**src/rtl/mem_arb_pkg.sv**
```systemverilog
// mem_arb_pkg: shared constants and types for the memory arbiter slice.
//   - Bus widths (address, word, external data bus)
//   - Access-size encodings and the helper that maps a size to its last byte index
//   - FSM state encoding
//   - Default I/O space selector (addr[17:16])
package mem_arb_pkg;

  localparam int ADDR_W     = 32;
  localparam int WORD_W     = 32;
  localparam int DATA_BUS_W = 8;

  localparam logic [1:0] IO_HI_DEF = 2'b11;

  typedef enum logic [1:0] {
    SZ_BYTE = 2'd0,
    SZ_HALF = 2'd1,
    SZ_WORD = 2'd2
  } size_e;

  typedef enum logic [2:0] {
    ST_IDLE    = 3'd0,
    ST_RD      = 3'd1,
    ST_RD_LAST = 3'd2,
    ST_WR      = 3'd3,
    ST_DONE    = 3'd4
  } state_t;

  // Index of the final byte of an access; encoding 3 behaves as a word.
  function automatic logic [1:0] size_last(input logic [1:0] size);
    case (size)
      SZ_BYTE: size_last = 2'd0;
      SZ_HALF: size_last = 2'd1;
      default: size_last = 2'd3;
    endcase
  endfunction

endpackage

```
**src/rtl/mem_arb_if.sv**
```systemverilog
// mem_arb_if: requester-side bundle of the memory arbiter.
//   req_rn/req_wn   per-channel read/write request levels
//   req_addr        32-bit byte address per channel, channel i at [32i+31:32i]
//   req_wdata       32-bit little-endian write data per channel
//   req_size        2-bit access size per channel (0 byte, 1 half, 2/3 word)
//   resp_ready      one-cycle completion pulse to the owning channel
//   resp_data       zero-extended read data, valid with resp_ready
// Modports: master = requesters, slave = arbiter.
interface mem_arb_if
  import mem_arb_pkg::*;
#(
  parameter int NUM_CH = 2
) ();

  logic [NUM_CH-1:0]        req_rn;
  logic [NUM_CH-1:0]        req_wn;
  logic [ADDR_W*NUM_CH-1:0] req_addr;
  logic [WORD_W*NUM_CH-1:0] req_wdata;
  logic [2*NUM_CH-1:0]      req_size;
  logic [NUM_CH-1:0]        resp_ready;
  logic [WORD_W-1:0]        resp_data;

  modport master (
    output req_rn, req_wn, req_addr, req_wdata, req_size,
    input  resp_ready, resp_data
  );

  modport slave (
    input  req_rn, req_wn, req_addr, req_wdata, req_size,
    output resp_ready, resp_data
  );

endinterface

```
**src/rtl/mem_arb_rr_arbiter.sv**
```systemverilog
// rr_arbiter: channel selector for mem_arb.
//   clk, rst  clock and asynchronous active-high reset
//   req       eligible-request vector
//   en        arbitration enable (grant only produced when high)
//   gnt       one-hot grant, combinational
//   owner     index of the most recently granted channel (registered)
// Build option MEM_ARB_RR_EN: when defined, round-robin with the search
// starting after the last granted channel; otherwise fixed priority with
// channel 0 highest.
module rr_arbiter #(
  parameter  int NUM_CH = 2,
  localparam int PW     = (NUM_CH > 1) ? $clog2(NUM_CH) : 1
) (
  input  logic              clk,
  input  logic              rst,
  input  logic [NUM_CH-1:0] req,
  input  logic              en,
  output logic [NUM_CH-1:0] gnt,
  output logic [PW-1:0]     owner
);

  logic          found;
  logic [PW-1:0] gnt_idx;

`ifdef MEM_ARB_RR_EN
  logic [PW-1:0]     ptr_q;
  logic [NUM_CH-1:0] req_rot;
  logic [NUM_CH-1:0] gnt_rot;

  // Rotate so that bit 0 is the channel at ptr_q, pick the lowest set bit,
  // then rotate the one-hot result back into channel order.
  always_comb begin
    req_rot = NUM_CH'({req, req} >> ptr_q);
    gnt_rot = '0;
    found   = 1'b0;
    for (int i = 0; i < NUM_CH; i++) begin
      if (en && req_rot[i] && !found) begin
        gnt_rot[i] = 1'b1;
        found      = 1'b1;
      end
    end
    gnt = NUM_CH'(({gnt_rot, gnt_rot} << ptr_q) >> NUM_CH);
  end

  always_ff @(posedge clk or posedge rst) begin
    if (rst) begin
      ptr_q <= '0;
    end else if (|gnt) begin
      ptr_q <= (gnt_idx == PW'(NUM_CH - 1)) ? '0 : gnt_idx + 1'b1;
    end
  end
`else
  always_comb begin
    gnt   = '0;
    found = 1'b0;
    for (int i = 0; i < NUM_CH; i++) begin
      if (en && req[i] && !found) begin
        gnt[i] = 1'b1;
        found  = 1'b1;
      end
    end
  end
`endif

  always_comb begin
    gnt_idx = '0;
    for (int i = 0; i < NUM_CH; i++) begin
      if (gnt[i]) gnt_idx = PW'(i);
    end
  end

  always_ff @(posedge clk or posedge rst) begin
    if (rst) begin
      owner <= '0;
    end else if (|gnt) begin
      owner <= gnt_idx;
    end
  end

endmodule

```
**src/rtl/mem_arb.sv**
```systemverilog
// mem_arb: N-channel arbiter/sequencer onto the byte-wide external memory bus.
//   clk, rst        clock, asynchronous active-high reset
//   rdy             low freezes FSM, counters and arbitration pointer; mem_wr forced 0
//   clr             pipeline clear; aborts reads of channels set in FLUSH_MASK
//   bus (slave)     requester bundle (see mem_arb_if)
//   mem_din         read byte for the address issued the previous cycle
//   mem_dout/mem_a/mem_wr  memory write byte, address and write strobe
//   io_buffer_full  UART TX full; stalls writes into the I/O space (addr[17:16]==IO_HI)
// Build option MEM_ARB_RR_EN selects round-robin arbitration (see rr_arbiter).
module mem_arb
  import mem_arb_pkg::*;
#(
  parameter int              NUM_CH     = 2,
  parameter logic [NUM_CH-1:0] FLUSH_MASK = NUM_CH'(2'b01),
  parameter logic [1:0]      IO_HI      = IO_HI_DEF
) (
  input  logic                  clk,
  input  logic                  rst,
  input  logic                  rdy,
  input  logic                  clr,
  mem_arb_if.slave              bus,
  input  logic [DATA_BUS_W-1:0] mem_din,
  output logic [DATA_BUS_W-1:0] mem_dout,
  output logic [ADDR_W-1:0]     mem_a,
  output logic                  mem_wr,
  input  logic                  io_buffer_full
);

  localparam int PW = (NUM_CH > 1) ? $clog2(NUM_CH) : 1;

  state_t              state_q, state_nx;
  logic [1:0]          k_q, k_nx;
  logic [1:0]          last_q;
  logic [ADDR_W-1:0]   addr_q, byte_addr, sel_addr;
  logic [WORD_W-1:0]   wdata_q, sel_wdata, rdata_q;
  logic [1:0]          sel_size;
  logic                sel_rd;
  logic [NUM_CH-1:0]   elig, gnt;
  logic [PW-1:0]       owner;
  logic                arb_en, grant, own_flush, abort, io_stall;
  logic                iss_vld_p1;
  logic [1:0]          iss_lane_p1;

  // Eligibility, granted-channel field select and owner flush flag.
  always_comb begin
    elig      = '0;
    sel_addr  = '0;
    sel_wdata = '0;
    sel_size  = '0;
    sel_rd    = 1'b0;
    own_flush = 1'b0;
    for (int i = 0; i < NUM_CH; i++) begin
      elig[i] = (bus.req_rn[i] | bus.req_wn[i]) & ~(clr & FLUSH_MASK[i]);
      if (gnt[i]) begin
        sel_addr  = bus.req_addr[ADDR_W*i +: ADDR_W];
        sel_wdata = bus.req_wdata[WORD_W*i +: WORD_W];
        sel_size  = bus.req_size[2*i +: 2];
        sel_rd    = bus.req_rn[i];
      end
      if (owner == PW'(i)) own_flush = FLUSH_MASK[i];
    end
  end

  assign arb_en    = (state_q == ST_IDLE) && rdy;
  assign grant     = |gnt;
  assign byte_addr = addr_q + ADDR_W'(k_q);
  assign abort     = clr && own_flush;
  assign io_stall  = io_buffer_full && (byte_addr[17:16] == IO_HI);

  rr_arbiter #(
    .NUM_CH (NUM_CH)
  ) u_arb (
    .clk   (clk),
    .rst   (rst),
    .req   (elig),
    .en    (arb_en),
    .gnt   (gnt),
    .owner (owner)
  );

  always_comb begin
    state_nx       = state_q;
    k_nx           = k_q;
    mem_a          = '0;
    mem_dout       = '0;
    mem_wr         = 1'b0;
    bus.resp_ready = '0;
    bus.resp_data  = '0;
    case (state_q)
      ST_IDLE: begin
        if (grant) begin
          state_nx = sel_rd ? ST_RD : ST_WR;
          k_nx     = '0;
        end
      end
      ST_RD: begin
        mem_a = byte_addr;
        if (rdy) begin
          if (abort)               state_nx = ST_IDLE;
          else if (k_q == last_q)  state_nx = ST_RD_LAST;
          else                     k_nx     = k_q + 2'd1;
        end
      end
      ST_RD_LAST: begin
        if (rdy) state_nx = abort ? ST_IDLE : ST_DONE;
      end
      ST_WR: begin
        mem_a    = byte_addr;
        mem_dout = wdata_q[{k_q, 3'b000} +: DATA_BUS_W];
        // A stalled I/O byte keeps k so the same byte is retried.
        if (rdy && !io_stall) begin
          mem_wr = 1'b1;
          if (k_q == last_q) state_nx = ST_DONE;
          else               k_nx     = k_q + 2'd1;
        end
      end
      ST_DONE: begin
        for (int i = 0; i < NUM_CH; i++) begin
          bus.resp_ready[i] = rdy && (owner == PW'(i));
        end
        bus.resp_data = rdata_q;
        if (rdy) state_nx = ST_IDLE;
      end
      default: state_nx = ST_IDLE;
    endcase
  end

  always_ff @(posedge clk or posedge rst) begin
    if (rst) begin
      state_q     <= ST_IDLE;
      k_q         <= '0;
      iss_vld_p1  <= 1'b0;
      iss_lane_p1 <= '0;
    end else begin
      state_q     <= state_nx;
      k_q         <= k_nx;
      // Issue -> capture boundary: memory answers regardless of rdy.
      iss_vld_p1  <= (state_q == ST_RD);
      iss_lane_p1 <= k_q;
    end
  end

  always_ff @(posedge clk) begin
    if (grant) begin
      addr_q  <= sel_addr;
      wdata_q <= sel_wdata;
      last_q  <= size_last(sel_size);
    end
  end

  // Capture stage: byte issued last cycle lands in its lane.
  always_ff @(posedge clk) begin
    if (grant) begin
      rdata_q <= '0;
    end else if (iss_vld_p1) begin
      rdata_q[{iss_lane_p1, 3'b000} +: DATA_BUS_W] <= mem_din;
    end
  end

endmodule

```
**src/flat_wrapper.sv**
```systemverilog
// flat-port wrapper written by rule: the top's interface ports become plain ports
module mem_arb_flat import mem_arb_pkg::*;
#(
  parameter int              NUM_CH     = 2,
  parameter logic [NUM_CH-1:0] FLUSH_MASK = NUM_CH'(2'b01),
  parameter logic [1:0]      IO_HI      = IO_HI_DEF
)
  (clk, rst, rdy, clr, mem_din, mem_dout, mem_a, mem_wr, io_buffer_full, bus_req_rn, bus_req_wn, bus_req_addr, bus_req_wdata, bus_req_size, bus_resp_ready, bus_resp_data);
  mem_arb_if #(.NUM_CH(NUM_CH)) bus_i ();
  input  logic clk;
  input  logic rst;
  input  logic rdy;
  input  logic clr;
  input  logic [DATA_BUS_W-1:0] mem_din;
  output logic [DATA_BUS_W-1:0] mem_dout;
  output logic [ADDR_W-1:0] mem_a;
  output logic mem_wr;
  input  logic io_buffer_full;
  input wire logic [$bits(bus_i.req_rn)-1:0] bus_req_rn;
  input wire logic [$bits(bus_i.req_wn)-1:0] bus_req_wn;
  input wire logic [$bits(bus_i.req_addr)-1:0] bus_req_addr;
  input wire logic [$bits(bus_i.req_wdata)-1:0] bus_req_wdata;
  input wire logic [$bits(bus_i.req_size)-1:0] bus_req_size;
  output wire logic [$bits(bus_i.resp_ready)-1:0] bus_resp_ready;
  output wire logic [$bits(bus_i.resp_data)-1:0] bus_resp_data;
  assign bus_i.req_rn = bus_req_rn;
  assign bus_i.req_wn = bus_req_wn;
  assign bus_i.req_addr = bus_req_addr;
  assign bus_i.req_wdata = bus_req_wdata;
  assign bus_i.req_size = bus_req_size;
  assign bus_resp_ready = bus_i.resp_ready;
  assign bus_resp_data = bus_i.resp_data;
  mem_arb #(.NUM_CH(NUM_CH), .FLUSH_MASK(FLUSH_MASK), .IO_HI(IO_HI)) u_core (.clk(clk), .rst(rst), .rdy(rdy), .clr(clr), .bus(bus_i), .mem_din(mem_din), .mem_dout(mem_dout), .mem_a(mem_a), .mem_wr(mem_wr), .io_buffer_full(io_buffer_full));
endmodule
```
**config.mk**
```make
export PLATFORM = sky130hd
export DESIGN_NAME = mem_arb_flat
export DESIGN_NICKNAME = d
export VERILOG_FILES = /design/src/rtl/mem_arb_pkg.sv /design/src/rtl/mem_arb_if.sv /design/src/rtl/mem_arb_rr_arbiter.sv /design/src/rtl/mem_arb.sv /design/src/flat_wrapper.sv
export SDC_FILE = /design/constraint.sdc
export NUM_CORES = 1
export LEC_CHECK = 0
export BUFFER_PORTS_ARGS = -buffer_cell sky130_fd_sc_hd__buf_2
export CAP_MARGIN = 10
export CORE_AREA = 3 3 116 118
export CTS_CLUSTER_DIAMETER = 50
export DETAILED_ROUTE_END_ITERATION = 10
export DIE_AREA = 0 0 119 121
export PLACE_DENSITY = 0.74
export SETUP_SLACK_MARGIN = 0.02
export SKIP_LAST_GASP = 1
export SLEW_MARGIN = 20
export SYNTH_ARGS = -nofsm -noshare
export SYNTH_HDL_FRONTEND = slang
export SYNTH_SLANG_ARGS = --single-unit
```
**constraint.sdc**
```tcl
create_clock -name clk -period 4.44 [get_ports clk]
set_input_delay 0.666 -clock clk [delete_from_list [all_inputs] [get_ports clk]]
set_output_delay 0.666 -clock clk [all_outputs]
set_load 0.005 [all_outputs]
```
==> results of run 1 <==
## layout by cell type, fill, tap and decap left out, drive strengths merged, types with 12 or more instances in the layout
master  netlist  layout
buf           6     233
nor2         78      78
a22o         66      66
edfxtp       66      66
and3         45      45
a22oi        32      32
dfxtp        32      32
nand2        25      25
xor2         18      18
nand3        15      15
clkbuf       28      13
inv           9      12
## metrics by stage
stage | utilization, % | power [W] | instances | worst slack (ns)
3_3_place_gp | 54.6 | 0.00235 | 893 | 1.16
3_5_place_dp | 54.7 | 0.00239 | 893 | 1.07
6_report | 57.5 | 0.00323 | 910 | 0.725
4_1_cts | 57.2 | 0.00324 | 909 | 0.689
5_1_grt | 57.5 | 0.00342 | 910 | 0.569
2_1_floorplan | - | 0.00206 | 523 | 0.671
## layout make-up
cell class | count | area [sq um]
repair buffers | 233 | 1200
multi-input cells | 373 | 2610
clock buffers | 13 | 293
well taps | 172 | 215
inverters | 9 | 33.8
clock inverters | 3 | 31.3
fillers | 1080 | 5340
flip-flops and latches | 107 | 2850
## flip-flops by register name (all words and copies together), names as in the netlist
register,cells
u_core.rdata_q,32
u_core.u_arb.owner,1
u_core.addr_q,32
u_core.wdata_q,32
u_core.iss_vld_p1,1
u_core.iss_lane_p1,2
u_core.k_q,2
u_core.last_q,2
u_core.state_q,3
## synth_stat cells, types with 2 or more instances
library cell  count
o21ai_0           8
and2_1            5
mux4_2            8
nor4_1            6
xnor2_1          11
buf_1             5
a22oi_1          32
nand2b_1          4
nand4_1           4
nor3_1            5
dfrtp_1           9
and3_1           44
nand3_1          14
clkbuf_1         28
nor2_1           78
or3_2             2
a22o_1           66
nor2b_1           2
a21oi_1          10
or3_1             2
xor2_1           18
or4b_4            2
o211ai_1          2
a21o_1            2
edfxtp_1         66
dfxtp_1          32
ha_1              7
o21ai_1           2
nand2_1          24
inv_1             9
## worst paths after layout
path / from / to / slack, ns / depth (start not counted)
worst max register to register: u_core.state_q[2] / u_core.wdata_q[30] / 1.46 / 6
worst max-delay path: u_core.k_q[1] / mem_a[31] / 0.73 / 9
worst min register to register: u_core.rdata_q[7] / u_core.rdata_q[7] / 0.51 / 2
min in group clk: u_core.rdata_q[7] / u_core.rdata_q[7] / 0.51 / 2
worst min-delay path: rst / u_core.state_q[2] / 0.31 / 2
max in group asynchronous: rst / u_core.u_arb.owner / 3.85 / 2
## power by group
part	switching [W]	internal, W	leakage (nW)
Combinational	0.000524	0.000392	2.12
Sequential	0.000167	0.00131	1.00
Clock	0.000363	0.000475	0.161
Total	0.00105	0.00218	3.29
## kinds of logic after synthesis
group | after synthesis | share of synthesized area, %
xor+xnor | 29 | 4.56
mux | 8 | 3.24
compound gates | 126 | 17.8
fa+ha+maj | 8 | 1.93
buf+inv | 43 | 2.92
simple gates | 202 | 18.4
flops | 107 | 51.1
## routing by layer
| metal | routed length (um) | track usage, % |
|---|---|---|
| met5 | 13 | 0 |
| met4 | 312 | 6.59 |
| met3 | 936 | 4.20 |
| met2 | 7760 | 35.9 |
| met1 | 6210 | 26.2 |
==> results.toml, run 1 <==
[logic_synthesis]
ys_types = 46
synthTopCellsByArea = "edfxtp_1 (36%), dfxtp_1 (12%), a22o_1 (10%)"
mappedNetlistArea_sq_um = 5570
synthArstFlopShare_pct = 8.41
ys_seq_area_share_pct = 51.1
syn_inst = 523
yosysWarningCount = 0
synth_edf_count = 66
synth-seq-cells = 107
postSynthAreaPerCell_sq_um = 10.6
synth_nets = 680
synth_top_cell_by_area = "edfxtp_1"
synth_top_area_share_pct = 35.6
ys.flop_type = "edfxtp_1"

[route]
drt-total-wl_mm = 15.2
drt_iter0_drc = 319
wire_per_inst_um = 16.7
firstDrtPassIters = 5
ant_nets = 0
vias = 4963
route.detailed.drc = 0
viasPerCell = 5.45

[cells_and_area]
antennaDiodeCount = 0
fin_area_sq_um = 7230
syn_to_final_growth_pct = 29.8
nets = 890
drive_gt1_share_pct = 37.0

[sta]
timing.final.crit_share_pct = 83.7
rsz0062_at_grt = "no"
slew_viol_final = 0
clock_skew_ns = 0.00653
finalHoldViolCount = 0
slew_headroom_pct = 36.8
fin_crit_ns = 3.71
clock.fmax_mhz = 269
fin_hold_ws_ns = 0.308
worst_pin_slew_ns = 0.948
final-setup-viol-count = 0
tns_ns = 0

[critical_path]
cp_top_family = "simple AND/OR/NAND/NOR gates"
cpMaxStageDelayCell = "nor4_1"
startpoint_type = "register"
path_cells = "buf_4, ha_1, a21o_1, or4b_4, nor4_1, nand3_1, xor2_1, nor2_1, buf_2"
path_max_fanout = 15
cpPeakStageDelay_ns = 0.64
cp.required_ns = 3.77
worstSetupPathType = "register to primary output"
cp_data_arrival_time_ns = 3.05
end_kind = "primary output"
path_buf_inv = 2

[pwr]
cellPowerDensity_nw_per_um2 = 447
p_leak_nw = 3.29
ir_drop_mv = 0.250

[clock_network]
clk_pin_slew_ns = 0.07
clock-root-buffer = "clkbuf_16"
clk_latency_ns = 0.33
cts_buffers = 9
cts_max_path_buffers = 2
htreeDepth = 3
cts_tree = "built"
cts.sinks = 107
cts.repair.resized = 0
ctsHoldBuffers = 0
post-cts-setup-buffers = 0

[status]
status = "completed"

[floorplan]
pin_count = 224
die_area_sq_um = 14400
num_rows = 41
die_h_um = 121
core_sq_um = 12600
fp.dieW_um = 119
start_util_pct = 44.3

[global_routing]
overflow = 0
antenna_found_initial = 1
grt_max_degree = 54
grt_pass1_wl_mm = 23.8
grt_pass1_vias = 4765
track_usage_pct = 20.7

[worst_hold_path]
hold_path_class = "input pin to async pin"

[flow_run]
maxCapViolations = 0

[place]
placement.io_buffers = 223
gp_congestion = 0.916
dpl.hpwl_mm = 11.5
place_area_sq_um = 6870
(Power assumes the default switching activity.)
==> inputs of run 2 (changes only) <==
- ABC_AREA: default -> 1
- CORE_AREA: 3 3 116 118 -> 3 3 119 121
- DIE_AREA: 0 0 119 121 -> 0 0 122 124
- PLACE_DENSITY: 0.74 -> 0.73
- clock period: 4.44 -> 3.52 ns (I/O delays scaled with it)
==> run 2 against run 1 <==
  * Non-clock buffer count is 2 lower
  * Sequential cell count unchanged
  * Wire length is 3.3% higher
  * Critical path depth grew 4
==> results.toml, run 2 <==
[status]
status = "completed"

[critical_path]
r2r_setup_slack_ns = 1.26
worstSetupPathType = "register to primary output"
startpoint_type = "register"
reg2regPathDepth = 8
cp.required_ns = 2.99
cpPeakStageDelay_ns = 0.40
r2r_start = "u_core.state_q[0]"
cpMaxStageDelayCell = "fa_1"
cp_top_family = "simple AND/OR/NAND/NOR gates"
path_cells = "ha_1, fa_1, nand2_2, nor2_2, nand2_2, nor2_2, nand4_1, nor2_2, nand2_2, clkinv_1, a21oi_1, nor3_2, buf_2"
cp_data_arrival_time_ns = 2.46
end_kind = "primary output"
path_max_fanout = 6
path_buf_inv = 2
rr_endpoint = "u_core.addr_q[25]"
path_depth = 13

[clock_network]
cts.repair.resized = 0
cts_tree = "built"
cts_buffers = 9
post-cts-setup-buffers = 0
cts_max_path_buffers = 2
ctsHoldBuffers = 0
clk_latency_ns = 0.36
clk_pin_slew_ns = 0.07
htreeDepth = 3
cts.sinks = 107
clock-root-buffer = "clkbuf_16"

[cells_and_area]
instances_no_fill = 1081
final_common_cell = "buf_2"
antennaDiodeCount = 0
n_fill_cell = 1228
drive_gt1_share_pct = 31.2
syn_to_final_growth_pct = 26.8
reg.largest.list = "u_core.addr_q x32, u_core.rdata_q x32, u_core.wdata_q x32"
nets = 1057
layout_common_cells = "buf_2 (223), nor2_1 (137), inv_1 (86)"

[logic_synthesis]
ys_top_cells_by_count = "nor2_1 (137), inv_1 (86), edfxtp_1 (66)"
synth_nets = 843
yosysWarningCount = 0
synth_top_area_share_pct = 33.5
synth-seq-cells = 107
synth_edf_count = 66
mappedNetlistArea_sq_um = 5910
postSynthAreaPerCell_sq_um = 8.62
syn_inst = 686
synthTopCellsByArea = "edfxtp_1 (34%), dfxtp_1 (11%), a22o_1 (9.6%)"
synth_most_common_cell = "nor2_1"
ys_seq_area_share_pct = 48.1
ys.flop_type = "edfxtp_1"
synthArstFlopShare_pct = 8.41
ys_types = 42
synth_top_cell_by_area = "edfxtp_1"

[route]
firstDrtPassIters = 5
drt-total-wl_mm = 15.7
drt_iter0_drc = 326
route.detailed.drc = 0
wire_per_inst_um = 14.6
vias = 5537
ant_nets = 0
viasPerCell = 5.12

[sta]
worst_pin_slew_ns = 0.899
clock_skew_ns = 0.00722
finalHoldViolCount = 0
fin_crit_ns = 2.99
slew_headroom_pct = 39.6
final-setup-viol-count = 0
timing.final.crit_share_pct = 85.0
slew_viol_final = 0
setup_slack_ns = 0.529
tns_ns = 0
clock.fmax_mhz = 334
fin_hold_ws_ns = 0.124
rsz0062_at_grt = "no"

[floorplan]
die_h_um = 124
num_rows = 42
fp.dieW_um = 122
pin_count = 224
core_sq_um = 13200
start_util_pct = 44.8
die_area_sq_um = 15100

[place]
dp.cells = 1065
placement.io_buffers = 223
gp_congestion = 0.880
dp_slack_ns = 0.914
dpl.hpwl_mm = 12.0

[worst_hold_path]
hold_path_class = "input pin to async pin"

[global_routing]
overflow = 0
grt_pass1_vias = 5162
grt_max_degree = 69
grt_pass1_wl_mm = 24.2
track_usage_pct = 20.6
antenna_found_initial = 0

[pwr]
cellPowerDensity_nw_per_um2 = 605
ir_drop_mv = 0.405
p_leak_nw = 3.40

[flow_run]
maxCapViolations = 0
==> run 2: cell type report <==
| cell class | count | area, sq um | share of cell area (%) |
|---|---|---|---|
| sequential | 107 | 2850 | 38.0 |
| multi-input combinational | 452 | 2560 | 34.1 |
| timing repair buffer | 231 | 1190 | 15.8 |
| inverter | 99 | 372 | 4.95 |
| clock buffer | 11 | 264 | 3.52 |
| tap | 176 | 220 | 2.94 |
| clock inverter | 5 | 52.6 | 0.700 |
==> run 2: where the power goes <==
group	switching [W]	total, W	internal (W)
Clock	0.000442	0.00105	0.000611
Sequential	0.000146	0.00183	0.00168
Combinational	0.00107	0.00166	0.000590
Total	0.00165	0.00454	0.00288
==> run 2: metal layers <==
metal | vias up | track usage [%] | wire, um
li1 | 2805 | - | -
met1 | 2495 | 24.1 | 6300
met2 | 211 | 36.5 | 7970
met3 | 26 | 4.59 | 1120
met4 | 0 | 8.54 | 348
met5 | - | 0 | 0
==> run 2: worst register-to-register path: stages, from the launching register on <==
cell,delay [ns]
dfrtp_1,0.43
inv_2,0.12
nand3_2,0.09
inv_2,0.12
nand2_2,0.10
nor2_8,0.12
inv_2,0.05
nand2_4,0.47
buf_4,0.43
==> run 2: kinds of logic (layout without fill, tap and decap cells) <==
kind of cell    Yosys count  count (layout)  share of synthesized area (%)
buf+inv                 127             346                           8.69
flops                   107             107                           48.1
xor+xnor                  3               3                          0.444
simple gates            273             273                           20.4
fa+ha+maj                 8               8                           1.82
compound gates          168             168                           20.5
==> run 2: worst max-delay path by stage <==
stage	startpoint	endpoint	slack, ns
finish	u_core.k_q[0]	mem_a[28]	0.53
global route	u_core.addr_q[1]	mem_a[25]	0.30
CTS	u_core.addr_q[0]	mem_a[28]	0.52
detailed placement	u_core.addr_q[0]	mem_a[28]	0.91
global placement	u_core.addr_q[0]	mem_a[28]	0.98
floorplan	u_core.k_q[0]	mem_a[28]	1.17
==> run 2: through the flow <==
step	area, sq um	util, %	total power (W)
after floorplan	5910	-	0.00298
after global placement	7190	54.5	0.00350
after detailed placement	7190	54.5	0.00352
after CTS	7500	56.9	0.00458
after global routing	7500	56.9	0.00486
final	7500	56.9	0.00454
